--- config.mk ---
export PLATFORM = sky130hd
export DESIGN_NAME = hilo_unit_flat
export DESIGN_NICKNAME = d
export VERILOG_FILES = /design/src/rtl/alu_pkg.sv /design/src/rtl/hilo_unit_if.sv /design/src/rtl/seq_divider.sv /design/src/rtl/hilo_unit.sv /design/src/flat_wrapper.sv
export SDC_FILE = /design/constraint.sdc
export NUM_CORES = 1
export LEC_CHECK = 0
export ABC_AREA = 1
export CORE_MARGIN = 1
export CORE_UTILIZATION = 35
export CTS_BUF_LIST = sky130_fd_sc_hd__clkbuf_8 sky130_fd_sc_hd__clkbuf_16
export DETAILED_ROUTE_END_ITERATION = 10
export DONT_BUFFER_PORTS = 1
export SYNTH_ARGS = -nofsm -noshare
export SYNTH_HDL_FRONTEND = slang
export SYNTH_SLANG_ARGS = --single-unit
export TNS_END_PERCENT = 10
--- constraint.sdc ---
create_clock -name clk -period 2.5 [get_ports clk]
set_clock_uncertainty 0.1 [all_clocks]
set_input_delay 0.75 -clock clk [delete_from_list [all_inputs] [get_ports clk]]
set_output_delay 0.75 -clock clk [all_outputs]
set_load 0.02 [all_outputs]
--- src/rtl/alu_pkg.sv ---
// Shared ALU-side types for the multi-cycle MIPS datapath.
// Holds ALU select, HI/LO op, output select and divider state.
package alu_pkg;

    typedef enum logic [3:0] {
        ALU_ADD,
        ALU_SUB,
        ALU_AND,
        ALU_OR,
        ALU_XOR,
        ALU_NOR,
        ALU_SLT,
        ALU_SLTU,
        ALU_SLL,
        ALU_SRL,
        ALU_SRA,
        ALU_MULT,
        ALU_MULTU,
        ALU_LUI
    } alu_sel_t;

    typedef enum logic [2:0] {
        HILO_NONE,
        HILO_MUL_WR,
        HILO_MTHI,
        HILO_MTLO,
        HILO_DIV,
        HILO_DIVU
    } hilo_op_t;

    typedef enum logic [1:0] {
        OUT_ALU,
        OUT_LO,
        OUT_HI
    } out_sel_t;

    typedef enum logic [1:0] {
        DIV_IDLE,
        DIV_RUN,
        DIV_FIX
    } div_state_t;

    // LO value written by a divide by zero (sliced to WIDTH)
    localparam logic [63:0] DIV_DBZ_LO = '1;

endpackage

--- src/rtl/hilo_unit_if.sv ---
// Bus between the ALU/controller and the HI/LO stage.
// Master drives operands and ops; slave returns registers.
interface hilo_unit_if #(
    parameter int WIDTH = 32
);
    import alu_pkg::*;

    logic [WIDTH-1:0] alu_result;
    logic [WIDTH-1:0] alu_result_hi;
    logic             alu_out_en;
    hilo_op_t         hilo_op;
    logic [WIDTH-1:0] op_a;
    logic [WIDTH-1:0] op_b;
    out_sel_t         out_sel;
    logic [WIDTH-1:0] out_data;
    logic [WIDTH-1:0] hi;
    logic [WIDTH-1:0] lo;
    logic             busy;
    logic             done;
    logic             div_by_zero;

    modport master (
        output alu_result, alu_result_hi, alu_out_en,
        output hilo_op, op_a, op_b, out_sel,
        input  out_data, hi, lo, busy, done, div_by_zero
    );

    modport slave (
        input  alu_result, alu_result_hi, alu_out_en,
        input  hilo_op, op_a, op_b, out_sel,
        output out_data, hi, lo, busy, done, div_by_zero
    );

endinterface

--- src/rtl/seq_divider.sv ---
// Iterative restoring divider, one quotient bit per cycle.
// Signed divides run on magnitudes and are fixed up in FIX.
module seq_divider
    import alu_pkg::*;
#(
    parameter int WIDTH = 32
) (
    input  logic             clk,
    input  logic             rst,
    input  logic             start,
    input  logic             is_signed,
    input  logic [WIDTH-1:0] a,
    input  logic [WIDTH-1:0] b,
    output logic             busy,
    output logic             done,
    output logic             wr,
    output logic [WIDTH-1:0] q,
    output logic [WIDTH-1:0] r,
    output logic             dbz
);

    localparam int CW = $clog2(WIDTH);

    div_state_t       state;
    logic [CW-1:0]    cnt;
    logic [WIDTH-1:0] rem;
    logic [WIDTH-1:0] quo;
    logic [WIDTH-1:0] dvs;
    logic [WIDTH-1:0] a_raw;
    logic             neg_q;
    logic             neg_r;
    logic             b_zero;

    logic             a_neg;
    logic             b_neg;
    logic [WIDTH-1:0] a_mag;
    logic [WIDTH-1:0] b_mag;
    logic [WIDTH:0]   shifted;
    logic [WIDTH:0]   diff;

    assign a_neg   = is_signed & a[WIDTH-1];
    assign b_neg   = is_signed & b[WIDTH-1];
    assign a_mag   = a_neg ? -a : a;
    assign b_mag   = b_neg ? -b : b;
    assign shifted = {rem, quo[WIDTH-1]};
    assign diff    = shifted - {1'b0, dvs};

    // FSM: latch operands, iterate WIDTH times, then sign fix-up
    always_ff @(posedge clk) begin
        if (rst) begin
            state  <= DIV_IDLE;
            cnt    <= '0;
            rem    <= '0;
            quo    <= '0;
            dvs    <= '0;
            a_raw  <= '0;
            neg_q  <= 1'b0;
            neg_r  <= 1'b0;
            b_zero <= 1'b0;
            done   <= 1'b0;
            dbz    <= 1'b0;
        end else begin
            done <= 1'b0;
            unique case (state)
                DIV_IDLE: begin
                    if (start) begin
                        state  <= DIV_RUN;
                        cnt    <= '0;
                        rem    <= '0;
                        quo    <= a_mag;
                        dvs    <= b_mag;
                        a_raw  <= a;
                        neg_q  <= a_neg ^ b_neg;
                        neg_r  <= a_neg;
                        b_zero <= (b == '0);
                        dbz    <= 1'b0;
                    end
                end
                DIV_RUN: begin
                    if (diff[WIDTH]) begin
                        rem <= shifted[WIDTH-1:0];
                        quo <= {quo[WIDTH-2:0], 1'b0};
                    end else begin
                        rem <= diff[WIDTH-1:0];
                        quo <= {quo[WIDTH-2:0], 1'b1};
                    end
                    cnt <= cnt + CW'(1);
                    if (cnt == CW'(WIDTH - 1)) begin
                        state <= DIV_FIX;
                    end
                end
                DIV_FIX: begin
                    state <= DIV_IDLE;
                    done  <= 1'b1;
                    dbz   <= b_zero;
                end
                default: state <= DIV_IDLE;
            endcase
        end
    end

    assign busy = (state != DIV_IDLE);
    assign wr   = (state == DIV_FIX);
    assign q    = b_zero ? DIV_DBZ_LO[WIDTH-1:0]
                         : (neg_q ? -quo : quo);
    assign r    = b_zero ? a_raw
                         : (neg_r ? -rem : rem);

endmodule

--- src/rtl/hilo_unit.sv ---
// HI/LO and ALU-out stage: MULT capture, MTHI/MTLO,
// divide result write-back and the register-file output mux.
module hilo_unit
    import alu_pkg::*;
#(
    parameter int WIDTH = 32
) (
    input logic        clk,
    input logic        rst,
    hilo_unit_if.slave bus
);

    logic [WIDTH-1:0] alu_out;
    logic [WIDTH-1:0] hi_r;
    logic [WIDTH-1:0] lo_r;
    logic             div_busy;
    logic             div_done;
    logic             div_wr;
    logic [WIDTH-1:0] div_q;
    logic [WIDTH-1:0] div_r;
    logic             div_dbz;
    logic             div_start;
    logic             div_signed;

    assign div_signed = (bus.hilo_op == HILO_DIV);
    assign div_start  = !div_busy &&
                        ((bus.hilo_op == HILO_DIV) ||
                         (bus.hilo_op == HILO_DIVU));

    seq_divider #(
        .WIDTH(WIDTH)
    ) u_div (
        .clk      (clk),
        .rst      (rst),
        .start    (div_start),
        .is_signed(div_signed),
        .a        (bus.op_a),
        .b        (bus.op_b),
        .busy     (div_busy),
        .done     (div_done),
        .wr       (div_wr),
        .q        (div_q),
        .r        (div_r),
        .dbz      (div_dbz)
    );

    // ALU-out capture and HI/LO write arbitration
    always_ff @(posedge clk) begin
        if (rst) begin
            alu_out <= '0;
            hi_r    <= '0;
            lo_r    <= '0;
        end else begin
            if (bus.alu_out_en) begin
                alu_out <= bus.alu_result;
            end
            if (div_wr) begin
                lo_r <= div_q;
                hi_r <= div_r;
            end else if (!div_busy) begin
                case (bus.hilo_op)
                    HILO_MUL_WR: begin
                        hi_r <= bus.alu_result_hi;
                        lo_r <= bus.alu_result;
                    end
                    HILO_MTHI: hi_r <= bus.op_a;
                    HILO_MTLO: lo_r <= bus.op_a;
                    default: ;
                endcase
            end
        end
    end

    // Write-back source for MFLO/MFHI or plain ALU results
    always_comb begin
        bus.out_data = alu_out;
        case (bus.out_sel)
            OUT_LO:  bus.out_data = lo_r;
            OUT_HI:  bus.out_data = hi_r;
            default: bus.out_data = alu_out;
        endcase
    end

    assign bus.hi          = hi_r;
    assign bus.lo          = lo_r;
    assign bus.busy        = div_busy;
    assign bus.done        = div_done;
    assign bus.div_by_zero = div_dbz;

endmodule

--- src/flat_wrapper.sv ---
// flat-port wrapper written by rule: the top's interface ports become plain ports
module hilo_unit_flat import alu_pkg::*;
#(
    parameter int WIDTH = 32
)
  (clk, rst, bus_alu_result, bus_alu_result_hi, bus_alu_out_en, bus_hilo_op, bus_op_a, bus_op_b, bus_out_sel, bus_out_data, bus_hi, bus_lo, bus_busy, bus_done, bus_div_by_zero);
  hilo_unit_if #(.WIDTH(WIDTH)) bus_i ();
  input logic clk;
  input logic rst;
  input wire logic [$bits(bus_i.alu_result)-1:0] bus_alu_result;
  input wire logic [$bits(bus_i.alu_result_hi)-1:0] bus_alu_result_hi;
  input wire logic [$bits(bus_i.alu_out_en)-1:0] bus_alu_out_en;
  input wire logic [$bits(bus_i.hilo_op)-1:0] bus_hilo_op;
  input wire logic [$bits(bus_i.op_a)-1:0] bus_op_a;
  input wire logic [$bits(bus_i.op_b)-1:0] bus_op_b;
  input wire logic [$bits(bus_i.out_sel)-1:0] bus_out_sel;
  output wire logic [$bits(bus_i.out_data)-1:0] bus_out_data;
  output wire logic [$bits(bus_i.hi)-1:0] bus_hi;
  output wire logic [$bits(bus_i.lo)-1:0] bus_lo;
  output wire logic [$bits(bus_i.busy)-1:0] bus_busy;
  output wire logic [$bits(bus_i.done)-1:0] bus_done;
  output wire logic [$bits(bus_i.div_by_zero)-1:0] bus_div_by_zero;
  assign bus_i.alu_result = bus_alu_result;
  assign bus_i.alu_result_hi = bus_alu_result_hi;
  assign bus_i.alu_out_en = bus_alu_out_en;
  assign bus_i.hilo_op = bus_hilo_op;
  assign bus_i.op_a = bus_op_a;
  assign bus_i.op_b = bus_op_b;
  assign bus_i.out_sel = bus_out_sel;
  assign bus_out_data = bus_i.out_data;
  assign bus_hi = bus_i.hi;
  assign bus_lo = bus_i.lo;
  assign bus_busy = bus_i.busy;
  assign bus_done = bus_i.done;
  assign bus_div_by_zero = bus_i.div_by_zero;
  hilo_unit #(.WIDTH(WIDTH)) u_core (.clk(clk), .rst(rst), .bus(bus_i));
endmodule
## Word-level counts from Yosys, hierarchy flattened

Index checks and enable logic that the tools add are counted.

| operators by class | value |
|---|---|
| reduce and logical (&&, ||, !) cells | 16 |
| multiplexer cells | 27 |
| bitwise logic cells | 3 |
| add/subtract/negate cells | 6 |
| equal/unequal tests | 13 |

Operator list:

| kind | count |
|---|---|
| 2-to-1 mux 32 bit | 13 |
| case mux 32 bit (2 select lines) | 5 |
| negator 32 bit | 4 |
| subtractor 33 x 32 -> 33 bit | 1 |
| zero test 32 bit | 1 |
| AND reduction 2 bit | 6 |
| case mux 5 bit (2 select lines) | 1 |
| equality test 3 x 2 -> 1 bit, second input constant | 2 |
| equality test 3 bit, second input constant | 2 |
| nonzero test 2 bit | 3 |
| nonzero test 3 bit | 2 |
| adder 5 x 1 -> 5 bit, second input constant | 1 |
| equality test 5 bit, second input constant | 1 |
| 2-to-1 mux 5 bit | 1 |
| equality test 2 x 1 -> 1 bit, second input constant | 2 |
| equality test 2 bit, second input constant | 2 |
| 2-to-1 mux 2 bit | 2 |
| != test 2 bit, second input constant | 2 |
| case mux 2 bit (2 select lines) | 1 |
| equality test 3 x 1 -> 1 bit, second input constant | 1 |
| 2-to-1 mux 1 bit | 3 |
| AND 1 bit | 2 |
| zero test 2 bit | 1 |
| != test 2 x 1 -> 1 bit, second input constant | 1 |
| other kinds (5) | 5 |

| word-level totals | value |
|---|---|
| output and inout bits | 99 |
| register bits | 236 |
| logic and storage cells | 79 |
| input bits | 136 |

## Logic depth before layout (Yosys ltp)

| logic depth | value |
|---|---|
| depth after elaboration | 5 |
| mapped depth | 18 |
| mapped depth without buffers | 17 |

## Cells and area by module

Synthesis repeated with hierarchy kept, for this count alone.

| second synthesis, totals | value |
|---|---|
| cells, all modules | 2,968 |
| area total of the unflattened synthesis | 17,707.0 µm² |

By module, submodules not included:

| module | instances | area an instance (µm²) | cells an instance | seq. area each (µm²) |
|---|---|---|---|---|
| seq_divider | 1 | 11,974.0 | 2,067 | 2,802.7 |
| hilo_unit | 1 | 5,733.0 | 901 | 1,921.8 |

## Worst setup path after synthesis

Ideal clock, no wire load.

| timing | value |
|---|---|
| path kind | input-to-output |
| start point | input bus_out_sel[0] |
| end point | output bus_out_data[0] |
| path slack | -0.325 ns |
| stages | 7 |
| arrival | 1.975 ns |
| path buffers | 2 |
| data required time | 1.650 ns |
| cells stage by stage | inv_1 > ha_1 > clkbuf_1 > inv_1 > clkbuf_1 > nor2_1 > a21oi_1 |

| on the way | value |
|---|---|
| cells in the longest elaborated chain, start to end | 2 |
| elaborated cells between the ends (all ways) | 3 |
| classes of those cells | eq/ne: 2; mux: 1 |

RTL lines:

| element | RTL line | source |
|---|---|---|
| from (decl) | flat_wrapper.sv:16 | `input wire logic [$bits(bus_i.out_sel)-1:0] bus_out_sel;` |
| equality test 2 bit or equality test 2 x 1 -> 1 bit (tied branches) | hilo_unit.sv:77 | `case (bus.out_sel)` |
| case mux 32 bit (2 select lines) * | hilo_unit.sv:77 |  |
| to (decl) | flat_wrapper.sv:17 | `output wire logic [$bits(bus_i.out_data)-1:0] bus_out_data;` |

Every way passes the cells marked *; elsewhere a longest branch is shown, timed or not.

## Final worst setup path

| timing | value |
|---|---|
| start point | input bus_out_sel[0] |
| end point | output bus_out_data[19] |

Same word-level chain as after synthesis.

==> results.tsv <==
metric	value	unit
Post-synth EDFFs	0	
Mapped Nets	2977	
Synth Area per Inst	6.033	um2
LEAKAGE	0.009370	uW
CTS Hold Buffers Added	0	
count of cell types in the netlist	48	
Required @ worst endpoint	1.65	ns
TritonCTS clock tree	built	
Synth Instances	2800	
Rows	80	
register area	4752	um2
top cell type's share of synthesized area	0.2797	
RSZ-0062 raised after global routing	true	
Die Ht	221.7	um
hpwl dp	56530	um
Area Overhead vs Synth	20.10	%
Worst-Margin Slew	0.7731	ns
sequential-to-total area share from yosys stat	0.2797	
Clock Sinks	236	
global-route wire length before repair	107800	um
worst setup margin	-0.03593	ns
grt total ovfl	0	
failing checks	negative setup slack	
FILL cells	5014	
Die ar.	49150	um2
Syn. warnings	0	
largest net degree at the start of global routing	95	
Reg clk slew, reported paths	0.06	ns
top cells by area, synth	dfxtp_1 28%, nand2_1 14%, a21oi_1 9.3%, inv_1 8.3%, o21ai_0 7.8%	
Setup TNS	-0.4590	ns
Pwr Density	715.1	nW/um2
GR Util met3	0.05910	
vias in the first global route	17630	
Top Usage Layer GRT	met2	
VDD IR max	545.3	uV
Antenna Nets Post-Route	0	
fmax	394.3	MHz
number of top-level pins	235	
first-pass iteration count of the detailed router	6	
CTS Buf Count	28	
Die X	221.7	um
count of state elements after synthesis	236	
Crit Path Class	input port to output pin	
CP Capture Type	output pin	
most frequent cell after synthesis	nand2_1	
Detailed Route WL	73170	um
max-cap violations	0	
relative slew slack	0.4841	
Tcrit/Tclk final	1.014	
initial antenna violation count	2	
min Tclk post-route	2.536	ns
final hold violation count	0	
Root Driver	clkbuf_16	
post-synthesis cell area	16890	um2
clk_lat worst skew	0.59	ns
share of post-route cells with drive strength above 1	0.1369	
initial core utilization	0.3545	
vias per cell	5.565	
maximum fanout along the worst path	7	
type of origin of the critical path	input port	
Min Hold Slack	0.1470	ns
PortBufs	0	
area of the multi-input gates	10690	um2
core area	47650	um2
post-synthesis async set-or-reset flop share	0	
Final setup viols	27	
met2 GRT Util	0.4553	
drt wl/cell	20.93	um
status	finished with violations	
DR DRC count	0	
via count	19460	
gr usage total	0.2825	
synth cell count leaders	632 x nand2_1, 373 x inv_1, 315 x a21oi_1	
dominant cell type by area after synthesis	dfxtp_1	
met1 global-route usage	0.3615	
H-tree depth	1	
DP Worst Slack	-0.1558	ns
Longest Clk Path Bufs	3	
Slew Viols, Final	0	
utilization after layout	0.4258	
CP arrival	1.69	ns
HP Class	input port to flop	
Nets	3034	
Starting DRT DRC Count	2104	
top_reg_cell synth	dfxtp_1	
GP Congestion	0.9727	
## final timing paths
path	slack, ns	start	cells past startpoint	endpoint
max	-0.04	bus_out_sel[0]	5	bus_out_data[19]
min	0.15	bus_alu_out_en	1	u_core.alu_out[10]$_SDFFE_PP0P_
max reg2reg	0.07	u_core.u_div.dvs[31]$_SDFFE_PP0P_	13	u_core.u_div.rem[18]$_SDFFE_PP0P_
min reg2reg	0.35	u_core.u_div.a_raw[31]$_SDFFE_PP0P_	2	u_core.u_div.a_raw[31]$_SDFFE_PP0P_
## power breakdown
group	switching [uW]	internal, uW	total, uW
logic	3570	2000	5560
clock network	1840	2650	4490
registers	402	4050	4450
total	5810	8700	14500
## layout by cell type, fill, tap and decap left out, drive strengths merged
master / instances
nand4: 30
buf: 158
a211oi: 20
a22oi: 2
dfxtp: 236
nor4: 6
inv: 396
o22ai: 22
diode: 2
bufinv: 5
nand3b: 6
a21oi: 332
a41oi: 1
xnor2: 18
and3: 3
nand2: 646
nor2: 306
clkinv: 15
or2: 2
and2: 4
o21bai: 6
fa: 1
o21ai: 275
a221oi: 2
o211ai: 25
o221ai: 11
ha: 40
a31oi: 36
clkinvlp: 1
o31ai: 3
clkbuf: 35
nand3: 160
nor3: 26
a21o: 1
xor2: 49
## cells by family (layout without fill, tap and decap cells)
| kind of cell | Yosys count | in the layout | share of synthesized area |
|---|---|---|---|
| simple gates | 1187 | 1189 | 0.2947 |
| compound gates | 736 | 736 | 0.2386 |
| buf+inv | 533 | 610 | 0.1215 |
| flops | 236 | 236 | 0.2797 |
| xor+xnor | 67 | 67 | 0.03474 |
| fa+ha+maj | 41 | 41 | 0.03081 |
| other cells | 0 | 2 | 0 |
## what timing repair did
| item | 4_1_cts | 5_1_grt |
|---|---|---|
| setup endpoints to repair | 40 | 67 |
| buffers inserted | 1 | 4 |
| cloned | 1 | 7 |
| endpoints found under the hold margin | 0 | 0 |
| pin swaps | 4 | 23 |
| gates resized for setup | 25 | 98 |
## worst max-delay path, cell delays in order
cell       delay [ns]
inv_8            0.01
ha_4             0.39
clkbuf_16        0.21
a21oi_2          0.05
a21oi_4          0.26
## per-stage QoR
stage	area [um2]	cells	power [uW]
after floorplan	17080	2800	8019
after global placement	18600	3430	9476
after detailed placement	18600	3430	9528
after CTS	19680	3483	14010
after global routing	20280	3494	15240
final	20290	3496	14510
## layer usage
| metal | part of all wire | wire (um) | up-vias |
|---|---|---|---|
| met5 | 0.00018 | 13 | - |
| met4 | 0.053 | 3853 | 2 |
| met3 | 0.098 | 7191 | 162 |
| li1 | - | - | 9280 |
| met2 | 0.45 | 32610 | 1005 |
| met1 | 0.40 | 29510 | 9007 |
## registers in the layout, summed over array words and instances (netlist names)
name,cells
u_core.u_div.quo,32
u_core.u_div.neg_r,1
u_core.bus.hi,32
u_core.u_div.rem,32
u_core.u_div.a_raw,32
u_core.bus.lo,32
u_core.u_div.neg_q,1
u_core.u_div.cnt,5
u_core.u_div.state,2
u_core.u_div.dvs,32
u_core.alu_out,32
u_core.u_div.done,1
u_core.u_div.b_zero,1
u_core.u_div.dbz,1
## cell type report
type | count | share of cell area
Clock buffer | 31 | 0.03657
Clock inverter | 21 | 0.01252
Multi-Input combinational cell | 2033 | 0.5269
Tap cell | 615 | 0.03793
Sequential cell | 236 | 0.2342
Timing Repair Buffer | 162 | 0.07752
Inverter | 396 | 0.07407
Antenna cell | 2 | 0.0002467
(Power assumes the default switching activity.)
